File: src/rtl/stopwatch_pkg.sv
// Shared types and constants for the stopwatch sequencing controller.
package stopwatch_pkg;

  typedef enum logic [1:0] {
    IDLE  = 2'd0,
    RUN   = 2'd1,
    INC   = 2'd2,
    CARRY = 2'd3
  } state_t;

  localparam logic [7:0]  SEC_LIMIT_DEF = 8'h60;
  localparam logic [15:0] MIN_STEP_DEF  = 16'h0100;

  // BCD field slices of the {M1,M0,S1,S0} count word
  localparam int SEC_LO_MSB = 7;
  localparam int SEC_LO_LSB = 0;
  localparam int MIN_HI_MSB = 15;
  localparam int MIN_HI_LSB = 8;

endpackage

File: src/rtl/stopwatch_seq_ctrl.sv
// Sequencing controller for the stopwatch BCD adder: runs a seconds pass per
// tick and a minute-carry pass when seconds reach the limit; owns run/stop,
// clear, lap freeze and the sticky wrap flag.
module stopwatch_seq_ctrl
  import stopwatch_pkg::*;
#(
  parameter logic [7:0]  SEC_LIMIT = SEC_LIMIT_DEF,
  parameter logic [15:0] MIN_STEP  = MIN_STEP_DEF
) (
  input  logic        clk,
  input  logic        rst,
  input  logic        tick,
  input  logic        start_stop,
  input  logic        clear,
  input  logic        lap,
  output logic [15:0] add_a,
  output logic [15:0] add_b,
  output logic        add_cin,
  input  logic [15:0] add_sum,
  input  logic        add_cout,
  output logic [15:0] count,
  output logic [15:0] disp,
  output logic        running,
  output logic        lap_active,
  output logic        busy,
  output logic        ovf
);

  state_t      state, state_n;
  logic [15:0] snap, snap_n, count_n;
  logic        run_n, lap_n, ovf_n, pend, pend_n;

  // Adder operand drive and busy flag decoded from the current state
  always_comb begin
    add_a   = count;
    add_b   = '0;
    add_cin = 1'b0;
    busy    = 1'b0;
    case (state)
      INC: begin
        add_cin = 1'b1;
        busy    = 1'b1;
      end
      CARRY: begin
        add_b = MIN_STEP;
        busy  = 1'b1;
      end
      default: ;
    endcase
  end

  // Next-state, count, flag and snapshot computation
  always_comb begin
    state_n = state;
    count_n = count;
    snap_n  = snap;
    lap_n   = lap_active;
    ovf_n   = ovf;
    pend_n  = pend;
    run_n   = running ^ start_stop;

    if (clear) begin
      // clear aborts any pass; start_stop still toggles running alongside it
      count_n = '0;
      snap_n  = '0;
      lap_n   = 1'b0;
      ovf_n   = 1'b0;
      pend_n  = 1'b0;
      state_n = run_n ? RUN : IDLE;
    end else begin
      case (state)
        IDLE: begin
          if (start_stop) state_n = RUN;
        end
        RUN: begin
          if (start_stop) begin
            state_n = IDLE;
          end else if (tick || pend) begin
            state_n = INC;
            pend_n  = 1'b0;
          end
        end
        INC: begin
          if (tick) pend_n = 1'b1;
          if (add_sum[SEC_LO_MSB:SEC_LO_LSB] == SEC_LIMIT) begin
            count_n = {count[MIN_HI_MSB:MIN_HI_LSB], 8'h00};
            state_n = CARRY;
          end else begin
            count_n = add_sum;
            state_n = run_n ? RUN : IDLE;
          end
        end
        CARRY: begin
          if (tick) pend_n = 1'b1;
          if (add_cout) begin
            count_n = '0;
            ovf_n   = 1'b1;
          end else begin
            count_n = add_sum;
          end
          state_n = run_n ? RUN : IDLE;
        end
        default: state_n = IDLE;
      endcase

      // Stopping drops any queued tick but keeps one arriving in the same cycle
      if (running && start_stop) pend_n = tick;

      if (!start_stop && lap) begin
        if (lap_active) begin
          lap_n = 1'b0;
        end else if (running) begin
          snap_n = count;
          lap_n  = 1'b1;
        end
      end
    end
  end

  // State and datapath registers; disp is registered from the next values
  always_ff @(posedge clk or posedge rst) begin
    if (rst) begin
      state      <= IDLE;
      count      <= '0;
      snap       <= '0;
      disp       <= '0;
      running    <= 1'b0;
      lap_active <= 1'b0;
      ovf        <= 1'b0;
      pend       <= 1'b0;
    end else begin
      state      <= state_n;
      count      <= count_n;
      snap       <= snap_n;
      disp       <= lap_n ? snap_n : count_n;
      running    <= run_n;
      lap_active <= lap_n;
      ovf        <= ovf_n;
      pend       <= pend_n;
    end
  end

endmodule

File: config.mk
export PLATFORM = sky130hd
export DESIGN_NAME = stopwatch_seq_ctrl
export DESIGN_NICKNAME = d
export VERILOG_FILES = /design/src/rtl/stopwatch_pkg.sv /design/src/rtl/stopwatch_seq_ctrl.sv
export SDC_FILE = /design/constraint.sdc
export NUM_CORES = 1
export LEC_CHECK = 0
export ABC_CLOCK_PERIOD_IN_PS = 1750
export BUFFER_PORTS_ARGS = -buffer_cell sky130_fd_sc_hd__buf_4
export CAP_MARGIN = 20
export CORE_ASPECT_RATIO = 0.5
export CORE_MARGIN = 4
export CORE_UTILIZATION = 30
export DETAILED_ROUTE_END_ITERATION = 10
export PLACE_DENSITY = 0.57
export SKIP_LAST_GASP = 1
export SLEW_MARGIN = 20
export SYNTH_ARGS = -nofsm -noshare
export SYNTH_HDL_FRONTEND = slang
export SYNTH_SLANG_ARGS = --single-unit
File: constraint.sdc
create_clock -name clk -period 1.75 [get_ports clk]
set_input_delay 0.175 -clock clk [delete_from_list [all_inputs] [get_ports clk]]
set_output_delay 0.175 -clock clk [all_outputs]
set_load 0.01 [all_outputs]
==> flow_metrics.py, run 1 <==
metrics = {
    "floorplan": {
        "die_area_mm2": 0.00992,
        "design.portCount": 92,
        "die-height_um": 72.5,
        "floorplan.initialDensity_pct": 31.1,
        "core_area_mm2": 0.00803,
        "die-width_um": 137,
        "rows": 23,
    },
    "global_route": {
        "global_route.overflow_total": 0,
        "grt_start_max_net_pins": 33,
        "grt_antenna_before_repair": 0,
        "grtUsageMet2_pct": 20.5,
        "grt_pass1_vias": 1808,
        "global_route.peak_usage_layer": "met2",
        "global_route.usage.total_pct": 12.1,
        "grt_util_met3_pct": 3.19,
        "globalRouteMet1Util_pct": 15.7,
        "grt_pass1_wl_um": 9440,
    },
    "yosys": {
        "postSynthRegisterBits": 54,
        "library_cells_used_by_synthesis": 37,
        "yosysWarningCount": 0,
        "syn-mean-instance-area_um2": 11.2,
        "netlist_area_mm2": 0.00249,
        "netlist_instances": 222,
        "synth_sequential_area_ratio_pct": 54.2,
    },
    "timing": {
        "clock_period_minus_worst_slack_ps": 1640,
        "setup_viol_count_final": 0,
        "fmax_mhz": 611,
        "rsz_0062_raised_after_global_routing": "true",
        "final.setup.tns_ps": 0,
        "hold_viol": 0,
        "tightest_slew_ps": 540,
        "slew_violations": 0,
        "worst_slack_setup_final_ps": 112,
        "min_period_over_period_pct": 93.6,
        "clock_skews_ps": 5.31,
        "slew_headroom_pct": 63.9,
    },
    "clocking": {
        "clock-root-buffer": "clkbuf_16",
        "htreeDepth": 2,
        "cts_max_path_buffers": 2,
        "cts_tree": "built",
        "clk_transition_reported_paths_ps": 70,
        "post-cts-setup-buffer-count": 0,
        "cts_repair_resize_count": 0,
        "clk-insertion-delay-late_ps": 280,
        "cts_inserted_buffers": 5,
        "clock_sinks": 54,
    },
    "place": {
        "detailed_place_hpwl_um": 4450,
        "place.gp.congestion": 0.785,
        "dp.cells": 390,
        "port_buffers": 76,
        "detailedPlace.worstSlack_ps": 121,
    },
    "detailed_routing": {
        "dr.pass1.iters": 4,
        "route.final.wire_length_um": 6070,
        "detailroute.via_count": 1848,
        "detailedRoute.firstIterationViolations": 78,
        "post_drt_via_cell_ratio": 4.63,
        "remaining_drc_errors": 0,
        "postRouteAntennaNets": 0,
        "routed_wire_length_per_instance_um": 15.2,
    },
    "cells_and_area": {
        "diodes": 0,
        "area_overhead_of_the_layout_relative_to_synthesis_pct": 28.3,
        "combined_flip_flop_and_latch_cell_area_mm2": 0.00135,
        "multi_input_area_um2": 885,
        "layout_utilization_pct": 39.8,
        "stdcell_count": 399,
        "nets": 310,
        "layout-drive-gt1-share_pct": 38.7,
        "fillCellCount": 797,
    },
    "pwr": {
        "total_power_density_per_cell_area_mw_per_mm2": 955,
        "leak_pwr_nw": 1.60,
        "power.ir.vdd_worst_v": 0.000425,
    },
    "setup_path": {
        "timing.critical_path.from_type": "register",
        "timing.critical_path.arrival_ps": 1790,
        "cp_max_fo": 16,
        "required_ps": 1900,
        "launching_instance_or_port_of_the_critical_path": "lap_active",
        "worstSetupPathType": "register to register",
        "critical_path.reg2reg.startpoint": "lap_active",
        "critical_path.endpoint_type": "register",
    },
    "worst_hold_path": {
        "min_from": "clear",
        "hold_path.class": "primary input to register",
    },
    "run_status": {
        "status": "complete, no violations",
    },
    "run": {
        "drv.max_cap_violation_count": 0,
    },
}
==> logic make-up (layout without fill, tap and decap cells) <==
kind of cell | after synthesis | in the layout | synth area share, %
other | 1 | 15 | 0.150
adder cells (fa/ha/maj) | 1 | 1 | 0.502
flip-flops | 54 | 54 | 54.2
multiplexers | 8 | 8 | 3.21
AND/OR/NAND/NOR | 51 | 51 | 9.58
buffers and inverters | 46 | 97 | 13.0
AO/OA/AOI/OAI | 61 | 61 | 19.3
==> state kept, by name (all words and copies together) (netlist names) <==
register / count
state: 2
disp: 16
pend: 1
ovf: 1
running: 1
add_a: 16
snap: 16
lap_active: 1
==> Yosys cell counts <==
cell / instances / area, um^2
nand2b_1: 3 / 18.8
nor2b_1: 1 / 6.26
ha_1: 1 / 12.5
nand2_1: 16 / 60.1
o21ai_0: 2 / 10.0
nor3_2: 1 / 10.0
nor3_1: 2 / 10.0
a21bo_2: 1 / 10.0
and2_1: 1 / 6.26
a21oi_1: 10 / 50.1
buf_1: 1 / 3.75
nor2_1: 22 / 82.6
a32o_1: 2 / 20.0
buf_4: 33 / 248
o22a_1: 1 / 8.76
a41oi_1: 1 / 8.76
a21o_4: 1 / 15.0
a22oi_1: 9 / 67.6
conb_1: 1 / 3.75
buf_12: 1 / 20.0
and4bb_1: 1 / 12.5
nor2_2: 1 / 6.26
inv_2: 1 / 3.75
buf_6: 1 / 11.3
a21o_1: 8 / 60.1
nor4bb_1: 1 / 10.0
inv_1: 3 / 11.3
a22o_1: 14 / 123
mux2i_1: 8 / 80.1
a31oi_2: 1 / 12.5
nand3_1: 1 / 5.00
a31o_2: 1 / 8.76
buf_2: 4 / 20.0
nand4bb_1: 1 / 11.3
a21oi_2: 10 / 87.6
dfrtp_1: 54 / 1350
clkbuf_1: 2 / 7.51
==> cell type report <==
class | count | area share (%)
clock buffer | 6 | 4.34
sequential | 54 | 42.2
timing repair buffer | 85 | 20.4
inverter | 4 | 0.469
tap | 112 | 4.38
clock inverter | 2 | 0.508
multi-input combinational | 136 | 27.6
==> where the power goes <==
group	switching, mW	internal [mW]
clock network	0.433	0.575
registers	0.0708	1.33
logic	0.348	0.300
total	0.851	2.20
==> cell usage in the layout (no fill, tap or decap), types with 2 or more instances in the layout <==
cell type,n
a21o_1,8
a21oi_1,10
a21oi_2,10
a22o_1,14
a22oi_1,9
a32o_1,2
buf_4,83
clkbuf_16,5
conb_1,15
dfrtp_1,54
inv_1,2
inv_2,2
mux2i_1,8
nand2_1,16
nand2b_1,3
nor2_1,22
nor3_1,2
o21ai_0,2
==> critical path: stages (launching register included) <==
cell      delay [ps]
dfrtp_1          460
nor4bb_4         390
buf_12           210
mux2i_1          260
a21o_1           150
a21oi_1           40
==> metrics by stage <==
step	total power [mW]	hold slack (ps)	instance area, um^2
after floorplan	1.82	325	2550
after detailed placement	2.08	246	3030
after global routing	3.23	121	3200
final	3.06	115	3200
after CTS	3.11	106	3200
after global placement	2.07	228	3030
==> worst paths after layout <==
check / cells past startpoint / to / slack (ps)
setup / recovery: 5 / disp[13] / 110
hold / removal: 2 / pend / 120
setup reg to reg: 5 / disp[13] / 110
hold reg to reg: 2 / ovf / 510
max in group asynchronous: 4 / snap[1] / 630
min in group asynchronous: 3 / add_a[10] / 490
==> what timing repair did <==
action | in CTS | in global routing
endpoints found under the setup margin | 0 | 1
hold buffers | 1 | 0
endpoints found under the hold margin | 22 | 0
==> per-layer routing <==
| metal | vias up | routed length (um) | share of wire [%] |
|---|---|---|---|
| met5 | - | 0 | 0 |
| met4 | 0 | 49 | 0.81 |
| met3 | 4 | 461 | 7.6 |
| met2 | 68 | 2930 | 48 |
| met1 | 917 | 2630 | 43 |
| li1 | 859 | - | - |
Note: power is estimated with default switching activity, not from simulation.
==> run 2: changes to the inputs <==
RECOVER_POWER = 100   (was unset)
==> flow_metrics.py, run 2 (synthesized netlist as in run 1, its figures left out) <==
metrics = {
    "floorplan": {
        "die-height_um": 72.5,
        "die-width_um": 137,
        "floorplan.initialDensity_pct": 31.1,
        "rows": 23,
        "design.portCount": 92,
        "core_area_mm2": 0.00803,
        "die_area_mm2": 0.00992,
    },
    "detailed_routing": {
        "detailedRoute.firstIterationViolations": 87,
        "post_drt_via_cell_ratio": 4.61,
        "postRouteAntennaNets": 0,
        "routed_wire_length_per_instance_um": 15.3,
        "dr.pass1.iters": 4,
        "route.final.wire_length_um": 6090,
        "remaining_drc_errors": 0,
        "detailroute.via_count": 1838,
    },
    "cells_and_area": {
        "nets": 310,
        "multi_input_area_um2": 885,
        "fillCellCount": 845,
        "stdcell_count": 399,
        "combined_flip_flop_and_latch_cell_area_mm2": 0.00135,
        "layout-drive-gt1-share_pct": 21.3,
        "mostFrequentLayoutCell": "dfrtp_1",
        "mostFrequentLayoutCells": "dfrtp_1 (54), clkbuf_1 (49), buf_4 (33), nor2_1 (22), nand2_1 (16)",
        "diodes": 0,
        "area_overhead_of_the_layout_relative_to_synthesis_pct": 20.9,
    },
    "setup_path": {
        "timing.critical_path.from_type": "register",
        "critical_path.reg2reg.startpoint": "lap_active",
        "cp_max_fo": 16,
        "critical_path.endpoint_type": "register",
        "timing.critical_path.arrival_ps": 1800,
        "launching_instance_or_port_of_the_critical_path": "lap_active",
        "r2r.worst_path.cells": 5,
        "required_ps": 1900,
        "reg2reg_slack_ps": 110,
        "worst_r2r_endpoint": "disp[13]",
        "worstSetupPathType": "register to register",
    },
    "timing": {
        "slew_headroom_pct": 39.4,
        "slew_violations": 0,
        "rsz_0062_raised_after_global_routing": "true",
        "min_period_over_period_pct": 93.9,
        "hold_viol": 0,
        "tightest_slew_ps": 908,
        "setup_viol_count_final": 0,
        "fmax_mhz": 609,
        "clock_period_minus_worst_slack_ps": 1640,
        "final.setup.tns_ps": 0,
        "clock_skews_ps": 5.76,
        "whs_ps": 114,
    },
    "run_status": {
        "status": "complete, no violations",
    },
    "run": {
        "drv.max_cap_violation_count": 0,
    },
    "place": {
        "dp.cells": 390,
        "place.gp.congestion": 0.785,
        "detailed_place_hpwl_um": 4450,
        "port_buffers": 76,
    },
    "clocking": {
        "clk_transition_reported_paths_ps": 70,
        "clock-root-buffer": "clkbuf_16",
        "clk-insertion-delay-late_ps": 280,
        "cts_repair_resize_count": 0,
        "htreeDepth": 2,
        "cts_inserted_buffers": 5,
        "clock_sinks": 54,
        "cts_tree": "built",
        "cts_max_path_buffers": 2,
    },
    "worst_hold_path": {
        "hold_path.class": "primary input to register",
        "min_from": "clear",
        "sink_of_the_worst_hold_path": "pend",
        "hold-path-cell-count": 2,
    },
    "pwr": {
        "leak_pwr_nw": 1.39,
        "power.ir.vdd_worst_v": 0.000424,
        "total_power_density_per_cell_area_mw_per_mm2": 993,
    },
    "global_route": {
        "grt_pass1_vias": 1808,
        "grt_antenna_before_repair": 0,
        "grt_start_max_net_pins": 33,
        "global_route.usage.total_pct": 12.1,
        "global_route.overflow_total": 0,
        "grt_pass1_wl_um": 9440,
    },
}
## run 2: changes by cell type in the layout (fill, tap and decap cells not counted), sizes merged
cell / previous run / this run
buf: 84 / 34
clkbuf: 6 / 56
## run 2: through the flow
stage          total power [mW]  area (um^2)  util [%]  setup slack [ps]
2_1_floorplan              1.82         2550         -               202
3_3_place_gp               2.07         3030      37.8               162
3_5_place_dp               2.08         3030      37.8               121
4_1_cts                    3.11         3200      39.8               109
5_1_grt                    3.16         3020      37.6             -1.50
6_report                   2.99         3020      37.6               107
## run 2: worst max-delay path by stage
stage | cells past startpoint | end
CTS | 5 | disp[13]
detailed placement | 5 | disp[13]
global route | 5 | disp[12]
finish | 5 | disp[13]
global placement | 5 | disp[14]
floorplan | 6 | disp[14]
## run 2: power by group
| part | internal [mW] | leakage [nW] | total [mW] | switching [mW] |
|---|---|---|---|---|
| combinational | 0.237 | 0.575 | 0.585 | 0.348 |
| clock | 0.575 | 0.0735 | 1.01 | 0.436 |
| sequential | 1.33 | 0.744 | 1.40 | 0.0672 |
## run 2: per-layer routing
metal | vias to the layer above | GRT usage [%] | wire (um)
met3 | 4 | 3.19 | 358
met2 | 56 | 20.5 | 2970
met1 | 916 | 15.7 | 2710
met5 | - | 0 | 0
met4 | 0 | 2.43 | 49
li1 | 862 | - | -
## run 2: final cells by class
class,count,share of cell area (%)
Tap cell,112,4.65
Inverter,4,0.498
Timing Repair Buffer,85,15.6
Clock inverter,2,0.539
Sequential cell,54,44.8
Multi-Input combinational cell,136,29.3
Clock buffer,6,4.61
## run 2: what timing repair did
action | 4_1_cts | 5_1_grt
hold buffers | 1 | 0
setup buffers | 0 | 0
endpoints found under the setup margin | 0 | 1
endpoints found under the hold margin | 22 | 0
## run 2: critical path, stage by stage (launching register included)
cell and delay (ps):
dfrtp_1 460, nor4bb_4 390, buf_12 220, mux2i_1 260
a21o_1 150, a21oi_1 40
==> run 3: changes to the inputs <==
ABC_CLOCK_PERIOD_IN_PS = 1710   (was 1750)
CTS_CLUSTER_SIZE = 8   (was unset)
clock period = 1.71 ns   (was 1.75 ns; I/O delays follow)
==> flow_metrics.py, run 3 (synthesized netlist as in run 1, its figures left out) <==
metrics = {
    "setup_path": {
        "critical_path.endpoint_type": "register",
        "slowest_stage": "dfrtp_2",
        "cp.depth": 5,
        "worst_r2r_endpoint": "disp[9]",
        "cpLargestDelayFamily": "flip-flops",
        "cp_max_fo": 10,
        "r2r.worst_path.cells": 5,
        "critPathBufInv": 1,
        "critical_path.max_stage_delay_ps": 450,
        "crit_path_cell_chain": "nor4bb_4 -> buf_12 -> mux2i_2 -> a21o_1 -> a21oi_1",
        "timing.critical_path.arrival_ps": 1750,
        "critical_path.reg2reg.startpoint": "lap_active",
        "launching_instance_or_port_of_the_critical_path": "lap_active",
        "reg2reg_slack_ps": 100,
        "worstSetupPathType": "register to register",
        "timing.critical_path.from_type": "register",
        "required_ps": 1850,
    },
    "cells_and_area": {
        "stdcell_count": 401,
        "diodes": 0,
        "mostFrequentLayoutCell": "dfrtp_1",
        "layout_utilization_pct": 38.4,
        "area_overhead_of_the_layout_relative_to_synthesis_pct": 23.7,
        "fillCellCount": 811,
        "post-route-cell-area_mm2": 0.00309,
        "nets": 312,
        "mostFrequentLayoutCells": "dfrtp_1 (53), clkbuf_1 (49), buf_4 (34), nor2_1 (22), nand2_1 (16)",
        "layout-drive-gt1-share_pct": 23.2,
    },
    "detailed_routing": {
        "dr.pass1.iters": 4,
        "route.final.wire_length_um": 6170,
        "detailedRoute.firstIterationViolations": 76,
        "remaining_drc_errors": 0,
        "routed_wire_length_per_instance_um": 15.4,
        "postRouteAntennaNets": 0,
        "detailroute.via_count": 1852,
        "post_drt_via_cell_ratio": 4.62,
    },
    "place": {
        "place_area_mm2": 0.00305,
        "port_buffers": 76,
        "dp.cells": 390,
        "detailedPlace.worstSlack_ps": 81.1,
        "place.gp.congestion": 0.784,
        "detailed_place_hpwl_um": 4420,
    },
    "global_route": {
        "grt_pass1_wl_um": 10100,
        "grt_antenna_before_repair": 0,
        "grt_pass1_vias": 1974,
        "grt_start_max_net_pins": 55,
        "global_route.usage.total_pct": 12.9,
        "global_route.overflow_total": 0,
    },
    "floorplan": {
        "core_area_mm2": 0.00803,
        "floorplan.initialDensity_pct": 31.1,
        "die-height_um": 72.5,
        "rows": 23,
        "die-width_um": 137,
        "design.portCount": 92,
        "die_area_mm2": 0.00992,
    },
    "timing": {
        "tightest_slew_ps": 734,
        "final.setup.tns_ps": 0,
        "fmax_mhz": 620,
        "min_period_over_period_pct": 94.4,
        "worst_slack_setup_final_ps": 96.3,
        "rsz_0062_raised_after_global_routing": "true",
        "setup_viol_count_final": 0,
        "clock_period_minus_worst_slack_ps": 1610,
        "slew_headroom_pct": 51.1,
        "slew_violations": 0,
        "hold_viol": 0,
        "clock_skews_ps": 9.58,
    },
    "run": {
        "drv.max_cap_violation_count": 0,
    },
    "clocking": {
        "cts_max_path_buffers": 2,
        "clock_sinks": 54,
        "clk_transition_reported_paths_ps": 70,
        "cts_tree": "built",
        "clk-insertion-delay-late_ps": 290,
        "cts_inserted_buffers": 5,
        "htreeDepth": 2,
        "clock-root-buffer": "clkbuf_16",
    },
    "worst_hold_path": {
        "sink_of_the_worst_hold_path": "pend",
        "hold-path-cell-count": 2,
        "min_from": "clear",
        "hold_path.class": "primary input to register",
    },
    "pwr": {
        "power.ir.vdd_worst_v": 0.000538,
        "total_power_density_per_cell_area_mw_per_mm2": 1050,
        "leak_pwr_nw": 1.41,
    },
    "run_status": {
        "status": "complete, no violations",
    },
}
[run 3: repair_timing]
item,in CTS,in global routing
setup buffers,0,2
endpoints found under the setup margin,0,9
endpoints found under the hold margin,54,0
resized for setup,0,6
hold buffers,1,0
[run 3: final cells by class]
cell class	instances	area (um^2)	share of cell area [%]
sequential	54	1350	43.8
clock inverter	2	37.5	1.22
tap	112	140	4.54
inverter	4	15.0	0.487
multi-input combinational	136	911	29.5
clock buffer	6	129	4.18
timing repair buffer	87	500	16.2
[run 3: power breakdown]
group / switching, mW / internal (mW)
Clock: 0.449 / 0.692
Sequential: 0.0642 / 1.36
Combinational: 0.380 / 0.287
Total: 0.893 / 2.34
[run 3: worst max path at each step]
stage / to / slack (ps)
3_5_place_dp: disp[2] / 80
5_1_grt: disp[9] / -2
4_1_cts: disp[2] / 70
6_report: disp[9] / 100
2_1_floorplan: disp[14] / 160
3_3_place_gp: disp[14] / 130
[run 3: metrics by stage]
stage	hold WS (ps)	power [mW]
global placement	243	2.14
detailed placement	252	2.15
floorplan	321	1.86
global route	118	3.39
CTS	106	3.28
finish	109	3.23
[run 3: per-layer routing]
layer / track usage (%) / vias up / share of wire, %
li1: - / 856 / -
met1: 16.6 / 930 / 44
met2: 22.5 / 62 / 48
met3: 3.05 / 4 / 6.5
met4: 2.43 / 0 / 0.84
met5: 0 / - / 0
